## config.mk

```make
export PLATFORM = sky130hd
export DESIGN_NAME = uart_tx_arbiter
export DESIGN_NICKNAME = d
export VERILOG_FILES = /design/src/rtl/uart_tx_arbiter.sv
export SDC_FILE = /design/constraint.sdc
export NUM_CORES = 1
export LEC_CHECK = 0
export ABC_AREA = 1
export CAP_MARGIN = 20
export CORE_MARGIN = 2
export CORE_UTILIZATION = 55
export DETAILED_ROUTE_END_ITERATION = 6
export DONT_BUFFER_PORTS = 1
export PLACE_DENSITY = 0.7
export SYNTH_ARGS = -nofsm -noshare
export SYNTH_HDL_FRONTEND = slang
export SYNTH_SLANG_ARGS = --single-unit
```

## constraint.sdc

```tcl
create_clock -name wb_clk_i -period 6.9 [get_ports wb_clk_i]
set_input_delay 1.035 -clock wb_clk_i [delete_from_list [all_inputs] [get_ports wb_clk_i]]
set_output_delay 1.035 -clock wb_clk_i [all_outputs]
set_load 0.1 [all_outputs]
```

## src/rtl/uart_tx_arbiter.sv

```systemverilog
// uart_tx_arbiter: round-robin arbiter that lets N_REQ byte sources share one
// UART transmitter. A source may hold the grant across bytes (req_lock). A
// transmitter that never takes a byte is recovered by a timeout. A lock whose
// owner goes quiet is recovered by an idle counter.
//
// Ports:
//   wb_clk_i, wb_rst_i  clock, asynchronous active-high reset
//   req_valid/req_data/req_lock  per-requester byte, valid and keep-grant flag
//   req_ready           one-cycle accept pulse, one-hot
//   grant               one-hot current owner, zero when idle and unlocked
//   tx_data/tx_start    byte and request towards the transmitter
//   tx_clear_req        transmitter has taken the request
//   tx_busy             transmitter is shifting a frame
//   err_timeout/err_clr sticky "byte never taken" flag and its clear
module uart_tx_arbiter #(
    parameter int unsigned N_REQ            = 4,
    parameter int unsigned TIMEOUT_CYCLES   = 65535,
    parameter int unsigned LOCK_IDLE_CYCLES = 1024
) (
    input  logic               wb_clk_i,
    input  logic               wb_rst_i,
    input  logic [N_REQ-1:0]   req_valid,
    input  logic [8*N_REQ-1:0] req_data,
    input  logic [N_REQ-1:0]   req_lock,
    output logic [N_REQ-1:0]   req_ready,
    output logic [N_REQ-1:0]   grant,
    output logic [7:0]         tx_data,
    output logic               tx_start,
    input  logic               tx_clear_req,
    input  logic               tx_busy,
    output logic               err_timeout,
    input  logic               err_clr
);

    localparam int unsigned IDX_W = (N_REQ > 1) ? $clog2(N_REQ) : 1;
    localparam int unsigned CNT_W = 32;

    typedef enum logic [1:0] {
        IDLE  = 2'd0,
        START = 2'd1,
        DRAIN = 2'd2
    } state_t;

    state_t             state_q, state_d;
    logic [N_REQ-1:0]   req_ready_d;
    logic [N_REQ-1:0]   grant_d;
    logic [7:0]         tx_data_d;
    logic               tx_start_d;
    logic               err_d;
    logic               lock_q, lock_d;
    logic [IDX_W-1:0]   last_q, last_d;
    logic [CNT_W-1:0]   to_cnt_q, to_cnt_d;
    logic [CNT_W-1:0]   lk_cnt_q, lk_cnt_d;
    logic               timeout_set;

    logic [7:0]         req_byte [N_REQ];
    logic [N_REQ-1:0]   eligible;
    logic               owner_valid;
    logic               found;
    logic [IDX_W-1:0]   win;
    logic [IDX_W-1:0]   cand;

    // Unpack the flat data bus into one byte per requester.
    for (genvar g = 0; g < N_REQ; g++) begin : g_bytes
        assign req_byte[g] = req_data[8*g +: 8];
    end

    // While locked only the owner may compete.
    assign owner_valid = |(req_valid & grant);
    assign eligible    = lock_q ? (req_valid & grant) : req_valid;

    // Round-robin search starting just after the last winner.
    always_comb begin
        found = 1'b0;
        win   = last_q;
        cand  = '0;
        for (int k = 1; k <= int'(N_REQ); k++) begin
            cand = IDX_W'((int'(last_q) + k) % int'(N_REQ));
            if (!found && eligible[cand]) begin
                found = 1'b1;
                win   = cand;
            end
        end
    end

    // Next-state and next-output logic.
    always_comb begin
        state_d     = state_q;
        req_ready_d = '0;
        grant_d     = grant;
        tx_data_d   = tx_data;
        tx_start_d  = tx_start;
        lock_d      = lock_q;
        last_d      = last_q;
        to_cnt_d    = '0;
        lk_cnt_d    = '0;
        timeout_set = 1'b0;

        case (state_q)
            IDLE: begin
                if (!tx_busy && found) begin
                    state_d     = START;
                    req_ready_d = N_REQ'(1) << win;
                    grant_d     = N_REQ'(1) << win;
                    tx_data_d   = req_byte[win];
                    tx_start_d  = 1'b1;
                    last_d      = win;
                    lock_d      = req_lock[win];
                end else if (lock_q && !owner_valid) begin
                    // Owner went quiet while holding the lock.
                    if (lk_cnt_q == CNT_W'(LOCK_IDLE_CYCLES - 1)) begin
                        lock_d  = 1'b0;
                        grant_d = '0;
                    end else begin
                        lk_cnt_d = lk_cnt_q + CNT_W'(1);
                    end
                end
            end
            START: begin
                // An acknowledge in the timeout cycle still counts as success.
                if (tx_clear_req) begin
                    tx_start_d = 1'b0;
                    state_d    = DRAIN;
                end else if (to_cnt_q == CNT_W'(TIMEOUT_CYCLES - 1)) begin
                    tx_start_d  = 1'b0;
                    timeout_set = 1'b1;
                    lock_d      = 1'b0;
                    grant_d     = '0;
                    state_d     = IDLE;
                end else begin
                    to_cnt_d = to_cnt_q + CNT_W'(1);
                end
            end
            DRAIN: begin
                if (!tx_busy) begin
                    state_d = IDLE;
                    if (!lock_q) begin
                        grant_d = '0;
                    end
                end
            end
            default: begin
                state_d = IDLE;
            end
        endcase

        // A new timeout beats a simultaneous clear.
        err_d = timeout_set | (err_timeout & ~err_clr);
    end

    // State and output registers.
    always_ff @(posedge wb_clk_i or posedge wb_rst_i) begin
        if (wb_rst_i) begin
            state_q     <= IDLE;
            req_ready   <= '0;
            grant       <= '0;
            tx_data     <= '0;
            tx_start    <= 1'b0;
            err_timeout <= 1'b0;
            lock_q      <= 1'b0;
            last_q      <= IDX_W'(N_REQ - 1);
            to_cnt_q    <= '0;
            lk_cnt_q    <= '0;
        end else begin
            state_q     <= state_d;
            req_ready   <= req_ready_d;
            grant       <= grant_d;
            tx_data     <= tx_data_d;
            tx_start    <= tx_start_d;
            err_timeout <= err_d;
            lock_q      <= lock_d;
            last_q      <= last_d;
            to_cnt_q    <= to_cnt_d;
            lk_cnt_q    <= lk_cnt_d;
        end
    end

endmodule

```

* After elaboration in Yosys (flattened, before gate mapping)
Index checks and enable logic that the tools add are counted. W data, S select, Z words.
Storage, ports and cells: flip-flop bits (word level) 87, latch bits 0, memory bits (writable) 0, bits in read-only memories 0, output and inout port bits 18, logic and storage cells 115, memories 0
Cells by class: $add $sub $neg 6, multipliers 0, div/mod/pow operators 0, $lt $le $gt $ge 6, equal/unequal tests 12, shift operators 1, muxes and demuxes 56, bitwise operators 5, reductions and logical operators 19
Operator list (number):
- $mux W32 | 7
- $add A32 B1 Y32 const B | 2
- $mux W4 | 10
- $eq A32 B10 Y1 const B | 1
- $eq A32 B16 Y1 const B | 1
- $mux W1 | 19
- $bmux W8 S2 | 1
- $mux W2 | 8
- $mux W8 | 2
- $lt A2 B3 Y1 const B | 5
- $pmux W4 S3 | 1
- $bmux W1 S2 | 5
- $ne A2 B2 Y1 const B | 5
- $ne A3 B3 Y1 const B | 3
- $reduce_and A7 Y1 | 1
- $pmux W2 S3 | 1
- $reduce_and A3 Y1 | 2
- $logic_and A1 B1 Y1 | 5
- $logic_not A1 Y1 | 5
- $reduce_and A5 Y1 | 1
- $add A2 B1 Y2 const B | 2
- $add A2 B2 Y2 const B | 2
- $and A4 B4 Y4 | 1
- $pmux W1 S2 | 2
- other kinds (13) | 13

* Longest topological paths before layout
word-level depth 18, mapped depth 17

* Worst setup path after synthesis
No wires, ideal clock.
kind flip-flop to flip-flop, start reg grant[2], end reg tx_data[0], library setup time 120 ps, arrival 2211 ps, slack 4569 ps, stages on the path, launching flop included 15, path buffers 1, period minus slack after synthesis 2331 ps, cells stage by stage dfrtp_1 nand2_1 nand3_2 nand2_2 nand2_4 nand2_8 nand2_4 inv_4 nand2_4 nand2_8 nor2_4 inv_2 buf_2 nand2_1 nand2_1
On the way: longest elaborated chain between the ends 18, elaborated cells between the ends (all ways) 30
Ends and longest elaborated chain:
- from (decl) | RTL line 26 | output logic [N_REQ-1:0] grant,
- from (signal assigned) | RTL line 167 | grant <= grant_d;
- $and A4 B4 Y4 * | RTL line 70 | assign eligible = lock_q ? (req_valid & grant) : req_valid;
- $mux W4 * | RTL line 70
- $bmux W1 S2 | RTL line 79 | if (!found && eligible[cand]) begin
- $mux W1 (not written as such) | RTL line 79
- $mux W1 | RTL line 79
- $logic_not A1 Y1 | RTL line 79
- $logic_and A1 B1 Y1 | RTL line 79
- $mux W1 | RTL line 79
- $logic_not A1 Y1 | RTL line 79
- $logic_and A1 B1 Y1 | RTL line 79
- $mux W1 | RTL line 79
- $logic_not A1 Y1 | RTL line 79
- $logic_and A1 B1 Y1 | RTL line 79
- $mux W2 | RTL line 79
- $not A2 Y3 (not written as such) | RTL line 105 | tx_data_d = req_byte[win];
- $bmux W8 S2 | RTL line 105
- $mux W8 (not written as such) (2 in series) | RTL line 105
- to (signal assigned) | RTL line 168 | tx_data <= tx_data_d;
- to (decl) | RTL line 27 | output logic [7:0] tx_data,
Mark *: on every way between the ends. The rest lies on a longest branch, timed or not. The select of a mux whose other input is x is not followed. A chain may end at the register's enable or synchronous reset.

* Worst setup path after layout
start reg grant[3], end reg tx_start
On the way: longest elaborated chain between the ends 17, elaborated cells between the ends (all ways) 23
Ends and longest elaborated chain:
- $and A4 B4 Y4 * | RTL line 70
- $mux W4 * | RTL line 70
- $bmux W1 S2 | RTL line 79
- $mux W1 (not written as such) | RTL line 79
- $mux W1 | RTL line 79
- $logic_not A1 Y1 | RTL line 79
- $logic_and A1 B1 Y1 | RTL line 79
- $mux W1 | RTL line 79
- $logic_not A1 Y1 | RTL line 79
- $logic_and A1 B1 Y1 | RTL line 79
- $mux W1 | RTL line 79
- $logic_not A1 Y1 | RTL line 79
- $logic_and A1 B1 Y1 | RTL line 79
- $mux W1 * | RTL line 79
- $logic_and A1 B1 Y1 * | RTL line 101 | if (!tx_busy && found) begin
- $ne A2 B2 Y1 (no source line) *
- $reduce_and A3 Y1 (no source line) *
- to (signal assigned) | RTL line 169 | tx_start <= tx_start_d;
- to (decl) | RTL line 28 | output logic tx_start,
Marked as above.

==> reports/qor.json <==
{
  "insertedDiodeCount": {"value": 0},
  "max-slew-margin-rel": {"value": 0.347},
  "pwr-share-seq": {"value": 0.389},
  "synthesis.nets": {"value": 807},
  "synth_area": {"value": 5640, "unit": "sq um"},
  "synth_xor_xnor_area_share": {"value": 0.0326},
  "powerDensity": {"value": 382, "unit": "nW/um^2"},
  "synthDistinctLibCells": {"value": 44},
  "crit_type": {"value": "reg2reg"},
  "tritoncts_clock_tree": {"value": "done"},
  "totalWireLength": {"value": 12.5, "unit": "mm"},
  "rsz0062_at_grt": {"value": "no"},
  "dpl_cell_area": {"value": 5690, "unit": "sq um"},
  "critPathMostFrequentCell": {"value": "nand2_4"},
  "final_layout_size_suffix_gt1_frac": {"value": 0.123},
  "mux_cell_area_share_after_synthesis": {"value": 0},
  "cts.repair_timing.setup_buffer_count": {"value": 0},
  "layout.nets": {"value": 804},
  "remaining_antenna_violation_count": {"value": 0},
  "finalSetupViolCount": {"value": 0},
  "grt_first_pass_wirelength": {"value": 21.8, "unit": "mm"},
  "horizontal_die_dimension": {"value": 105, "unit": "microns"},
  "worst_hold_path_type": {"value": "reg2reg"},
  "placement.io_buffers": {"value": 0},
  "cts_htree_levels": {"value": 3},
  "cts-resized-gates": {"value": 0},
  "drv.max_cap_violation_count": {"value": 0},
  "vias_in_the_first_global_route": {"value": 4772},
  "initial_core_util": {"value": 0.572},
  "timing.critical_path.slowest_stage_cell": {"value": "dfrtp_1"},
  "drc": {"value": 0},
  "max_freq": {"value": 375, "unit": "MHz"},
  "ctsHoldBuffers": {"value": 0},
  "maximum_number_of_pins_on_one_net_before_global_route_repair": {"value": 88},
  "synth-adder-area-share": {"value": 0.0133},
  "finalMaxSlewViolations": {"value": 0},
  "setup_total_negative_slack": {"value": 0, "unit": "ps"},
  "ctsRootBufferMaster": {"value": "clkbuf_8"},
  "top_level_ports": {"value": 63},
  "synth_top_family_by_area": {"value": "simple AND/OR/NAND/NOR gates"},
  "insertion_delay": {"value": 370, "unit": "ps"},
  "path_cells": {"value": "nand2_1 > nand3_2 > nand2_2 > nand2_4 > nand2_8 > nand2_4 > inv_4 > nand2_4 > nand2_8 > nor2_4 > inv_2 > nor2_1 > a21oi_1 > inv_1"},
  "place.gp.congestion": {"value": 0.881},
  "endpoint_type_of_the_worst_setup_path": {"value": "register"},
  "cts_max_path_buffers": {"value": 2},
  "combPwrFrac": {"value": 0.469},
  "tightest_pin_transition": {"value": 980, "unit": "ps"},
  "yosys_register_bits": {"value": 87},
  "cts.clk_slew.worst_paths": {"value": 90, "unit": "ps"},
  "final_hold_violations": {"value": 0},
  "synth-compound-area-share": {"value": 0.0473},
  "clock_sink_count": {"value": 87},
  "switching_share": {"value": 0.546},
  "routedWlPerCell": {"value": 14.1, "unit": "microns"},
  "timing.critical_path.slowest_cell_delay": {"value": 970, "unit": "ps"},
  "design.core.area": {"value": 9860, "unit": "sq um"},
  "netlist_instances": {"value": 756},
  "dieHeight": {"value": 105, "unit": "microns"},
  "grt.overflow.total": {"value": 0},
  "worstPathRequired": {"value": 7210, "unit": "ps"},
  "synth-simple-area-share": {"value": 0.457},
  "fillCellCount": {"value": 927},
  "global_route.usage.total": {"value": 0.240},
  "final_period_minus_worst_setup_slack": {"value": 2660, "unit": "ps"},
  "routed_via_density": {"value": 5.57},
  "run_status": {"value": "completed"},
  "final_design_instance_area_without_fill": {"value": 5890, "unit": "sq um"},
  "synthesis.yosys.warnings": {"value": 0},
  "cellLeakagePower": {"value": 2.55, "unit": "nW"},
  "worst-r2r-cell-count": {"value": 14},
  "min_period_over_period": {"value": 0.386},
  "route.vias.total": {"value": 4956},
  "cts-buffers-inserted": {"value": 9},
  "syn-mean-instance-area": {"value": 7.46, "unit": "sq um"},
  "seq_area_frac_synth": {"value": 0.387},
  "peakVddDrop": {"value": 0.239, "unit": "mV"},
  "clkPwrFrac": {"value": 0.142},
  "drt_first_pass_iters": {"value": 5},
  "holdPathStages": {"value": 1},
  "hpwl": {"value": 9.41, "unit": "mm"},
  "flow.area_growth_from_synthesis": {"value": 4.46, "unit": "%"},
  "internal_power": {"value": 0.00102, "unit": "W"},
  "drt_first_iter_violations": {"value": 310},
  "cell_row_count": {"value": 36},
  "final.setup_skew": {"value": 13.7, "unit": "ps"},
  "worst_setup_path_start_kind": {"value": "register"},
  "antenna_violations_before_repair": {"value": 0},
  "sw_power": {"value": 0.00123, "unit": "W"},
  "design.die.area": {"value": 11100, "unit": "sq um"},
  "timing.critical_path.fanout_max": {"value": 13},
  "timing.critical_path.arrival": {"value": 2980, "unit": "ps"}
}
## stage by stage
step	utilization	total power [W]	setup WS, ps	instances	hold slack, ps
finish	0.597	0.00225	4240	890	493
global route	0.597	0.00243	4030	890	528
CTS	0.594	0.00227	4240	889	495
detailed placement	0.577	0.00194	4260	874	482
global placement	0.577	0.00191	4310	874	470
floorplan	-	0.00182	3620	756	449
## layer usage
metal / part of all wire / GRT usage / wire length, microns / vias up
li1: - / - / - / 2469
met4: 0.016 / 0.0695 / 204 / 0
met1: 0.46 / 0.322 / 5760 / 2360
met3: 0.046 / 0.0526 / 573 / 18
met2: 0.48 / 0.392 / 5980 / 109
met5: 0 / 0 / 0 / -
## power groups by stage
| stage | registers, W | clock network (W) | logic [W] |
|---|---|---|---|
| after floorplan | 0.000846 | 0 | 0.000972 |
| after global placement | 0.000883 | 0 | 0.00103 |
| after detailed placement | 0.000884 | 0 | 0.00105 |
| after CTS | 0.000874 | 0.000335 | 0.00106 |
| after global routing | 0.000882 | 0.000354 | 0.00120 |
| final | 0.000874 | 0.000319 | 0.00106 |
## worst paths after layout
path                                       start                     end  slack [ps]
max                         grant[3]$_DFFE_PP0P_    tx_start$_DFFE_PP0P_        4240
min                        lk_cnt_q[0]$_DFF_PP0_   lk_cnt_q[0]$_DFF_PP0_         490
max reg2reg                 grant[3]$_DFFE_PP0P_    tx_start$_DFFE_PP0P_        4240
min reg2reg                lk_cnt_q[0]$_DFF_PP0_   lk_cnt_q[0]$_DFF_PP0_         490
max in group asynchronous               wb_rst_i   last_q[0]$_DFFE_PP1P_        5580
min in group asynchronous               wb_rst_i  lk_cnt_q[25]$_DFF_PP0_         660
## flip-flops by register name (all words and copies together), names as in the netlist
name,count
req_ready,4
last_q,2
grant,4
to_cnt_q,32
tx_start,1
state_q,2
tx_data,8
lk_cnt_q,32
err_timeout,1
lock_q,1
## critical path, delay by kind of cell (launching register included)
| family | cells | cell delay, ps |
|---|---|---|
| compound gates | 1 | 50 |
| buf+inv | 3 | 290 |
| flops | 1 | 970 |
| simple gates | 10 | 1290 |
## cell families after synthesis
group / after synthesis
AO/OA/AOI/OAI: 47
buffers and inverters: 78
AND/OR/NAND/NOR: 517
XOR/XNOR: 21
flip-flops: 87
adder cells (fa/ha/maj): 6
## area by class of cell
cell class                      count  area [sq um]  share of cell area
Timing Repair Buffer                2          35.0             0.00595
Clock buffer                        9           124              0.0210
Multi-Input combinational cell    591          3100               0.526
Tap cell                          133           166              0.0283
Clock inverter                      6          45.0             0.00765
Sequential cell                    87          2180               0.370
Inverter                           62           239              0.0406
## synth_stat cells (all sizes together)
cell type  number  area share
nor2          113       0.087
clkbuf          2      0.0013
o21bai          2      0.0033
o22ai           1      0.0011
a21oi          21       0.019
buf            14       0.020
nand4          17       0.022
and3            3      0.0033
o21a            4      0.0053
xnor2           4      0.0062
ha              6       0.013
or2             1      0.0011
nor4b           1      0.0016
a31oi           2      0.0022
nor3           43       0.040
and2            2      0.0022
xor2           17       0.026
nand2         233        0.18
nor3b           4      0.0080
nand3          86       0.092
inv            62       0.042
nor4           12       0.013
o21ai          15       0.013
a211oi          2      0.0027
nand3b          2      0.0027
dfrtp          85        0.38
dfstp           2      0.0093
## cells in the final DEF, fill, tap and decap left out, types with 3 or more instances in the layout
| cell type | Yosys | routed |
|---|---|---|
| nor2_2 | 5 | 5 |
| ha_1 | 6 | 6 |
| nor2_1 | 101 | 101 |
| o21ai_0 | 14 | 14 |
| nor4_1 | 12 | 12 |
| nand4_1 | 16 | 16 |
| inv_2 | 6 | 6 |
| dfrtp_1 | 85 | 85 |
| nor3b_2 | 3 | 3 |
| inv_1 | 54 | 53 |
| nor3_1 | 41 | 41 |
| nand2_1 | 202 | 202 |
| nor2_4 | 7 | 7 |
| clkbuf_8 | 0 | 9 |
| a21oi_1 | 20 | 20 |
| nand2_2 | 17 | 17 |
| nand3_1 | 73 | 73 |
| xnor2_1 | 4 | 4 |
| o21a_1 | 4 | 4 |
| clkinvlp_4 | 0 | 3 |
| and3_1 | 3 | 3 |
| nand3_2 | 10 | 10 |
| nand3_4 | 3 | 3 |
| xor2_1 | 17 | 17 |
| nand2_4 | 12 | 12 |
No activity file was read; power rests on OpenSTA's default activity.
